$ cat config.mk
export PLATFORM = sky130hd
export DESIGN_NAME = uart_rx_frame_check
export DESIGN_NICKNAME = d
export VERILOG_FILES = /design/src/rtl/uart_rx_frame_check.sv
export SDC_FILE = /design/constraint.sdc
export NUM_CORES = 1
export LEC_CHECK = 0
export ABC_AREA = 1
export CAP_MARGIN = 20
export CELL_PAD_IN_SITES_DETAIL_PLACEMENT = 1
export CELL_PAD_IN_SITES_GLOBAL_PLACEMENT = 1
export CORE_AREA = 4 4 66 68
export DETAILED_ROUTE_END_ITERATION = 10
export DIE_AREA = 0 0 70 72
export PLACE_DENSITY_LB_ADDON = 0.3
export SYNTH_ARGS = -nofsm -noshare
export SYNTH_HDL_FRONTEND = slang
export SYNTH_SLANG_ARGS = --single-unit
$ cat constraint.sdc
create_clock -name clk_i -period 1.5 [get_ports clk_i]
set_input_delay 0.15 -clock clk_i [delete_from_list [all_inputs] [get_ports clk_i]]
set_output_delay 0.15 -clock clk_i [all_outputs]
set_load 0.05 [all_outputs]
$ cat src/rtl/uart_rx_frame_check.sv
// Receive-side UART frame checker: assembles start/data/parity/stop from mid-bit strobes,
// publishes the byte with a one-cycle valid pulse, and flags parity and framing errors.
module uart_rx_frame_check #(
  parameter int DATA_WIDTH = 8
) (
  input  logic                  clk_i,
  input  logic                  rst_i,
  input  logic                  rx_bit_i,
  input  logic                  bit_strb_i,
  input  logic                  par_en_i,
  input  logic                  par_typ_i,
  output logic [DATA_WIDTH-1:0] p_data_o,
  output logic                  data_valid_o,
  output logic                  par_err_o,
  output logic                  stp_err_o,
  output logic                  busy_o
);

  localparam int CW = $clog2(DATA_WIDTH + 1);

  typedef enum logic [2:0] {
    S_IDLE,
    S_DATA,
    S_PARITY,
    S_STOP,
    S_BRK
  } state_t;

  state_t                  state_q, state_d;
  logic [DATA_WIDTH-1:0]   shift_q, shift_d;
  logic [DATA_WIDTH-1:0]   p_data_q, p_data_d;
  logic [CW-1:0]           cnt_q, cnt_d;
  logic                    pen_q, pen_d;
  logic                    ptyp_q, ptyp_d;
  logic                    rxpar_q, rxpar_d;
  logic                    dv_q, dv_d;
  logic                    pe_q, pe_d;
  logic                    se_q, se_d;
  logic                    exp_par;
  logic                    par_bad;
  logic                    last_data;

  // Parity settings come from the values latched at the start bit, not the live inputs.
  assign exp_par   = ptyp_q ? (^shift_q) : ~(^shift_q);
  assign par_bad   = pen_q & (rxpar_q != exp_par);
  assign last_data = (cnt_q == CW'(DATA_WIDTH - 1));

  always_comb begin
    state_d  = state_q;
    shift_d  = shift_q;
    p_data_d = p_data_q;
    cnt_d    = cnt_q;
    pen_d    = pen_q;
    ptyp_d   = ptyp_q;
    rxpar_d  = rxpar_q;
    dv_d     = 1'b0;
    pe_d     = 1'b0;
    se_d     = 1'b0;
    if (bit_strb_i) begin
      unique case (state_q)
        S_IDLE: begin
          if (!rx_bit_i) begin
            state_d = S_DATA;
            pen_d   = par_en_i;
            ptyp_d  = par_typ_i;
            shift_d = '0;
            cnt_d   = '0;
            rxpar_d = 1'b0;
          end
        end
        S_DATA: begin
          shift_d = {rx_bit_i, shift_q[DATA_WIDTH-1:1]};
          cnt_d   = cnt_q + CW'(1);
          if (last_data) state_d = pen_q ? S_PARITY : S_STOP;
        end
        S_PARITY: begin
          rxpar_d = rx_bit_i;
          state_d = S_STOP;
        end
        S_STOP: begin
          pe_d = par_bad;
          se_d = ~rx_bit_i;
          dv_d = rx_bit_i & ~par_bad;
          if (rx_bit_i && !par_bad) p_data_d = shift_q;
          state_d = rx_bit_i ? S_IDLE : S_BRK;
        end
        S_BRK: begin
          if (rx_bit_i) state_d = S_IDLE;
        end
        default: state_d = S_IDLE;
      endcase
    end
  end

  always_ff @(posedge clk_i) begin
    if (rst_i) begin
      state_q  <= S_IDLE;
      shift_q  <= '0;
      p_data_q <= '0;
      cnt_q    <= '0;
      pen_q    <= 1'b0;
      ptyp_q   <= 1'b0;
      rxpar_q  <= 1'b0;
      dv_q     <= 1'b0;
      pe_q     <= 1'b0;
      se_q     <= 1'b0;
    end else begin
      state_q  <= state_d;
      shift_q  <= shift_d;
      p_data_q <= p_data_d;
      cnt_q    <= cnt_d;
      pen_q    <= pen_d;
      ptyp_q   <= ptyp_d;
      rxpar_q  <= rxpar_d;
      dv_q     <= dv_d;
      pe_q     <= pe_d;
      se_q     <= se_d;
    end
  end

  assign p_data_o     = p_data_q;
  assign data_valid_o = dv_q;
  assign par_err_o    = pe_q;
  assign stp_err_o    = se_q;
  assign busy_o       = (state_q != S_IDLE);

endmodule

After elaboration in Yosys (flattened, before gate mapping) --
Index checks and enable logic that the tools add are counted.
Storage, ports and cells: word-level logic and storage cells 53, output and inout port bits 12, register bits after elaboration 29, input port bits 6
Operators by class: equal/unequal tests 9, mux-type cells 13, reductions and logical operators 13, bitwise logic cells 7, add/sub/neg operators 1
Operator list (number):
- $pmux 8 s2 | 1
- $pmux 3 s5 | 1
- $mux 3 | 4
- $reduce_and 3->1 | 4
- $mux 8 | 1
- $pmux 4 s2 | 1
- $reduce_xor 8->1 | 1
- $eq 3x2->1 const B | 2
- $ne 2x2->1 const B | 3
- $not 1->1 | 5
- $add 4x1->4 const B | 1
- $eq 4x3->1 const B | 1
- $mux 4 | 1
- $reduce_and 4->1 | 1
- $reduce_bool 2->1 | 2
- $eq 3x1->1 const B | 1
- $eq 3x3->1 const B | 1
- $logic_not 3->1 | 1
- $mux 1 | 3
- $reduce_bool 3->1 | 1
- $reduce_or 3->1 | 1
- $and 1x1->1 | 2
- $pmux 1 s2 | 1
- $logic_and 1x1->1 | 1
- other kinds (2) | 2

Longest topological paths before layout --
Gate-level depths: netlist of the first run.
word-level depth 8, mapped depth 11, mapped depth without buffers 11

Least setup slack after synthesis of the first run --
Ideal clock, no wire load.
kind flip-flop to flip-flop, start register rxpar_q, end register p_data_q[0], in the netlist p_data_o[0], path slack 188 ps, cell stages (with the launch flop) 10, buffers on the path 1, data arrival time 1197 ps, period minus slack after synthesis 1312 ps, data required time 1385 ps, setup time 115 ps, cell sequence dfxtp_1 xnor2_1 inv_1 nand3_2 nand2_2 nand2_2 nand3_4 buf_6 a21oi_2 nor2_1
On the way: cells in the longest elaborated chain, start to end 5
RTL lines:
- start, declared | line 35 | logic rxpar_q, rxpar_d;
- start signal, assigned | line 114 | rxpar_q <= rxpar_d;
- $ne 1x1->1 | line 45 | assign par_bad = pen_q & (rxpar_q != exp_par);
- $and 1x1->1 | line 45
- $logic_not 1->1 | line 84 | if (rx_bit_i && !par_bad) p_data_d = shift_q;
- $logic_and 1x1->1 | line 84
- $reduce_and 3->1 (no line)
- end signal, assigned | line 110 | p_data_q <= p_data_d;
- end, declared | line 31 | logic [DATA_WIDTH-1:0] p_data_q, p_data_d;
Every way passes these cells. A chain may end at the register's enable or synchronous reset.

Worst setup path in the final report of the first run --
start register shift_q[2], end register p_data_q[6], in the netlist p_data_o[6]
On the way: cells in the longest elaborated chain, start to end 8
RTL lines:
- start, declared | line 30 | logic [DATA_WIDTH-1:0] shift_q, shift_d;
- start signal, assigned | line 109 | shift_q <= shift_d;
- $reduce_xor 8->1 * | line 44 | assign exp_par = ptyp_q ? (^shift_q) : ~(^shift_q);
- $not 1->1 | line 44
- $mux 1 * | line 44
- $ne 1x1->1 * | line 45
- $and 1x1->1 * | line 45
- $logic_not 1->1 * | line 84
- $logic_and 1x1->1 * | line 84
- $reduce_and 3->1 (no line) *
Mark *: on every way between the ends. The rest lies on a longest branch, timed or not.

==> results of run 1 <==
worst min-delay path, stage by stage:
cell	delay (ns)
clkdlybuf4s50_1	0.40
nand3_1	0.08
a21oi_1	0.06
layout make-up:
class,instances,area share
repair buffers,32,0.145
flip-flops and latches,29,0.310
multi-input cells,131,0.415
clock buffers,6,0.0380
repair inverters,1,0.00393
inverters,24,0.0497
clock inverters,2,0.00524
well taps,50,0.0327
cell families after synthesis:
group | synth area share
AO/OA/AOI/OAI | 0.171
XOR/XNOR | 0.0124
adder cells (fa/ha/maj) | 0.00883
buffers and inverters | 0.0901
flip-flops | 0.410
AND/OR/NAND/NOR | 0.307
final timing paths:
check,startpoint,end,slack (ns),cells past startpoint
worst max-delay path,shift_q[2],p_data_o[6],0.03,10
worst min-delay path,par_typ_i,ptyp_q,0.45,3
worst max register to register,shift_q[2],p_data_o[6],0.03,10
worst min register to register,cnt_q[3],cnt_q[3],0.50,2
Yosys cell counts:
cell / n / area [um^2]
nand2_1: 32 / 120
dfxtp_1: 29 / 581
a21oi_1: 16 / 80.1
inv_1: 16 / 60.1
nor2_1: 16 / 60.1
nand3_1: 12 / 60.1
a21oi_2: 8 / 70.1
inv_2: 7 / 26.3
o21ai_1: 7 / 35.0
nand2_2: 6 / 37.5
o21ai_0: 6 / 30.0
nand3_2: 4 / 40.0
nor2_2: 4 / 25.0
nand4_1: 3 / 18.8
a211oi_1: 2 / 15.0
a31oi_1: 2 / 12.5
buf_2: 2 / 10.0
buf_6: 2 / 22.5
nor3_1: 2 / 10.0
xnor2_1: 2 / 17.5
clkbuf_1: 1 / 3.75
clkinv_2: 1 / 5.00
ha_1: 1 / 12.5
nand2_4: 1 / 11.3
nand3_4: 1 / 17.5
nor2_4: 1 / 11.3
nor3_4: 1 / 16.3
nor3b_1: 1 / 7.51
stage by stage:
stage | hold WS, ns | instance area (um^2) | TNS, ns | util | total power [uW]
after floorplan | 0.219 | 1420 | 0 | - | 1310
after global placement | 0.465 | 1710 | -0.209 | 0.444 | 1460
after detailed placement | 0.478 | 1710 | -1.20 | 0.444 | 1500
after CTS | 0.448 | 1820 | 0 | 0.472 | 2180
after global routing | 0.478 | 1910 | -0.269 | 0.496 | 2400
final | 0.453 | 1910 | 0 | 0.496 | 2270
flip-flops by register name, summed over array words and instances, names as in the netlist:
name / count
shift_q: 8
pen_q: 1
par_err_o: 1
state_q: 3
ptyp_q: 1
stp_err_o: 1
data_valid_o: 1
cnt_q: 4
p_data_o: 8
rxpar_q: 1
power groups by stage:
stage	clock, uW	combinational [uW]	sequential [uW]
final	625	743	899
after global routing	682	815	904
after CTS	650	647	883
after detailed placement	0	607	893
after global placement	0	572	890
after floorplan	0	423	886
per-layer routing:
layer  vias up  track usage  part of all wire
met5         -            0                 0
met4         0       0.0681             0.012
met3         6       0.0416             0.027
met2        28        0.325              0.56
met1       649        0.168              0.40
li1        692            -                 -
what timing repair did:
action | 4_1_cts | 5_1_grt
gates resized for setup | 2 | 19
pin swaps | 0 | 2
setup endpoints to repair | 8 | 21
cloned | 1 | 3
setup buffers | 0 | 1
==> flow_summary.json, run 1 <==
{
  "outcome": "complete, no violations",
  "syn_to_final_growth_pct": 35.0,
  "pwr-share-comb": 0.328,
  "rsz0062_at_grt": "true",
  "nets": 231,
  "fillCellCount": 489,
  "path_class": "reg -> reg",
  "grt_overflow_total": 0,
  "finClkSkew_ns": 0.00531,
  "remaining_drc_errors": 0,
  "maxCapViolCount": 0,
  "crit_fanout": 5,
  "die_w_um": 70,
  "ys_warn_count": 0,
  "ctsRootBufferMaster": "clkbuf_8",
  "ant_nets": 0,
  "p_switching_uw": 846,
  "layout_setup_ws_ns": 0.0332,
  "setup_viol": 0,
  "place.detailed.hpwl_um": 2950,
  "max-slew-margin-rel": 0.711,
  "cts.sinks": 29,
  "instances_no_fill": 275,
  "cpMaxStageDelayCell": "dfxtp_1",
  "powerDensity_mw_per_mm2": 1190,
  "critPathArrivalTime_ns": 1.68,
  "holdCritPathClass": "in -> reg",
  "vdd_ir_drop_max_uv": 595,
  "dpl.cell_count": 262,
  "cpPeakStageDelay_ns": 0.36,
  "grt_pass1_vias": 1497,
  "ctsHoldBuffers": 0,
  "wl_um": 4160,
  "setup.worst_path.end_class": "flop",
  "start_kind": "flop",
  "finalHoldViolCount": 0,
  "grt_pass1_wl_um": 6570,
  "p_leak_uw": 0.000792,
  "final_cell_mix": "31 x nand2_1, 25 x buf_4, 23 x dfxtp_1, 16 x a21oi_1, 16 x nor2_1",
  "grt_max_degree": 21,
  "p_int_uw": 1420,
  "rows": 23,
  "drv_slew": 0,
  "syn_area_mm2": 0.00142,
  "multi_input_area_um2": 793,
  "pre_cts_slack_ns": -0.118,
  "crit_family": "simple AND/OR/NAND/NOR gates",
  "core_region_area_mm2": 0.00386,
  "drt_iter0_markers": 40,
  "wl_per_cell_um": 15.1,
  "synth_cells": 186,
  "layout_commonest_cell": "nand2_1",
  "die_h_um": 72,
  "syn-mean-instance-area_um2": 7.61,
  "gp_congestion": 0.900,
  "cp.required_ns": 1.71,
  "drtPass1Iterations": 4,
  "antenna_cells": 0,
  "seqCellArea_um2": 593,
  "sequentialPowerShare": 0.396,
  "seq_area_frac_synth": 0.410,
  "clkLatencyLatePin_ns": 0.28,
  "die_area_mm2": 0.00504,
  "cts_buffers": 5,
  "post-route-period-util": 0.978,
  "start_util": 0.367,
  "antenna_found_initial": 0,
  "io_pins": 18,
  "vias": 1375,
  "clock.fmax_mhz": 682,
  "fin_crit_ns": 1.47,
  "pwr-share-clk": 0.276,
  "cp_num_buf_inv": 2,
  "synth.distinct_cells": 28,
  "cts_buffer_depth": 2,
  "htreeDepth": 2,
  "port_buffers": 17,
  "cts_tree": "yes",
  "drive_gt1_frac": 0.373,
  "synth-seq-cells": 29,
  "avgViaCountPerCell": 5.00,
  "synthesis.nets": 193,
  "swShare": 0.373,
  "grt.total_usage": 0.166,
  "worstPathCellList": "inv_1 > nand2_1 > nand4_1 > nand2_2 > inv_1 > nand2_4 > nand3_4 > nand3_1 > nand2_1 > nor2_1",
  "clkSlewWorstSetupHoldPaths_ns": 0.07,
  "tightestPinTransition_ns": 0.432
}
Note: power is estimated with default switching activity, not from simulation.
==> inputs of run 2 (changes only) <==
==> constraint.sdc (replaced) <==
create_clock -name clk_i -period 1.58 [get_ports clk_i]
set_input_delay 0.158 -clock clk_i [delete_from_list [all_inputs] [get_ports clk_i]]
set_output_delay 0.158 -clock clk_i [all_outputs]
set_load 0.05 [all_outputs]
==> run 2 against run 1 <==
  * Via count down 3.6%
  * Die area unchanged
  * Final cell count down 2.9%
  * Critical path depth down 1
  * Maximum frequency up 1.4%
  * Non-clock buffer count down 7
  * Critical path type unchanged
  * Setup slack better by 0.10 ns
  * Register-to-register slack better by 0.10 ns
  * Routed wire length down 12%
  * Largest power group unchanged
  * Largest cell class unchanged
  * Sequential share of layout area up 1.0 points
  * Clock-buffer cell count unchanged
  * Cell area down 4.8%
==> flow_summary.json, run 2 (synthesized netlist as in run 1, its figures left out) <==
{
  "tightestPinTransition_ns": 0.417,
  "antenna_cells": 0,
  "clock.fmax_mhz": 691,
  "crit_family": "simple AND/OR/NAND/NOR gates",
  "start_util": 0.367,
  "ctsRootBufferMaster": "clkbuf_8",
  "die_w_um": 70,
  "dr_wl_met3_um": 118,
  "cts_tree": "yes",
  "maxCapViolCount": 0,
  "antenna_found_initial": 0,
  "powerDensity_mw_per_mm2": 1150,
  "placed_area_mm2": 0.00166,
  "final_cell_area_mm2": 0.00182,
  "rows": 23,
  "drt-met1-wl_um": 1520,
  "cts_buffers": 5,
  "grt_max_degree": 21,
  "avgViaCountPerCell": 4.97,
  "cpMaxStageDelayCell": "dfxtp_1",
  "crit_top_cell": "nand2_1",
  "setup.worst_path.end_class": "flop",
  "outcome": "complete, no violations",
  "gp_congestion": 0.858,
  "cp_num_buf_inv": 2,
  "cts.sinks": 29,
  "post-route-period-util": 0.916,
  "wl_um": 3670,
  "syn_to_final_growth_pct": 28.5,
  "fillCellCount": 491,
  "start_kind": "flop",
  "finalHoldViolCount": 0,
  "vdd_ir_drop_max_uv": 597,
  "grt_pass1_vias": 1380,
  "max-slew-margin-rel": 0.722,
  "ant_nets": 0,
  "wl_per_cell_um": 13.8,
  "layout_commonest_cell": "nand2_1",
  "htreeDepth": 2,
  "cts_buffer_depth": 2,
  "clkSlewWorstSetupHoldPaths_ns": 0.06,
  "core_region_area_mm2": 0.00386,
  "crit_fanout": 4,
  "place.detailed.hpwl_um": 2670,
  "remaining_drc_errors": 0,
  "cpPeakStageDelay_ns": 0.38,
  "clkLatencyLatePin_ns": 0.28,
  "setup_viol": 0,
  "rsz0062_at_grt": "false",
  "grt_pass1_wl_um": 6060,
  "drt_iter0_markers": 40,
  "holdCritPathClass": "in -> reg",
  "final_cell_mix": "31 x nand2_1, 27 x dfxtp_1, 18 x buf_4",
  "grt_overflow_total": 0,
  "io_pins": 18,
  "finClkSkew_ns": 0.00656,
  "post-route-util": 0.472,
  "met2_wirelength_um": 1930,
  "cp.required_ns": 1.80,
  "p_leak_uw": 0.000750,
  "grt.total_usage": 0.151,
  "drive_gt1_frac": 0.313,
  "die_area_mm2": 0.00504,
  "path_class": "reg -> reg",
  "vias": 1326,
  "die_h_um": 72,
  "fin_crit_ns": 1.45,
  "worstPathCellList": "inv_1 > nand2_1 > nand2_1 > nand2_1 > nand3_2 > nand3_4 > nand3_2 > buf_4 > nor2_1",
  "nets": 223,
  "critPathArrivalTime_ns": 1.67,
  "port_buffers": 17,
  "dr.max_layer_used": "met4",
  "drv_slew": 0,
  "dpl.cell_count": 255,
  "instances_no_fill": 267,
  "tns_ns": 0,
  "drtPass1Iterations": 2
}
## run 2: layout make-up
| type | count | area, um^2 | share of cell area |
|---|---|---|---|
| Inverter | 24 | 91.3 | 0.0502 |
| Multi-Input combinational cell | 131 | 776 | 0.426 |
| Tap cell | 50 | 62.6 | 0.0344 |
| Sequential cell | 29 | 583 | 0.320 |
| Clock buffer | 6 | 72.6 | 0.0399 |
| Clock inverter | 2 | 10.0 | 0.00550 |
| Timing Repair Buffer | 25 | 225 | 0.124 |
## run 2: stage by stage
stage	hold WS, ns	worst slack, ns	total power [uW]
4_1_cts	0.449	0.0368	2000
3_5_place_dp	0.478	-0.0907	1400
3_3_place_gp	0.464	-0.0500	1370
5_1_grt	0.470	0.0142	2230
6_report	0.455	0.133	2100
2_1_floorplan	0.227	0.268	1240
## run 2: timing repair
action | CTS | global route
hold buffers | 0 | 0
endpoints found under the setup margin | 0 | 11
gates resized for setup | 0 | 8
buffers inserted | 0 | 1
## run 2: metal layers
layer  global-route usage  vias to the layer above
met2                0.282                       22
li1                     -                      675
met5                    0                        -
met3               0.0499                       10
met4               0.0617                        0
met1                0.155                      619
## run 2: worst paths after layout
path / startpoint / endpoint / slack, ns / cells past startpoint
min: par_typ_i / ptyp_q / 0.45 / 3
max: shift_q[7] / par_err_o / 0.13 / 9
min reg2reg: p_data_o[4] / p_data_o[4] / 0.49 / 2
max reg2reg: shift_q[7] / par_err_o / 0.13 / 9
## run 2: worst min-delay path: cells and delay by family
kind	cells	cell delay, ns
buf+inv	1	0.40
compound gates	1	0.06
simple gates	1	0.08
## run 2: where the power goes
group | switching [uW] | internal (uW)
registers | 60.9 | 784
clock network | 290 | 305
logic | 426 | 231
total | 777 | 1320
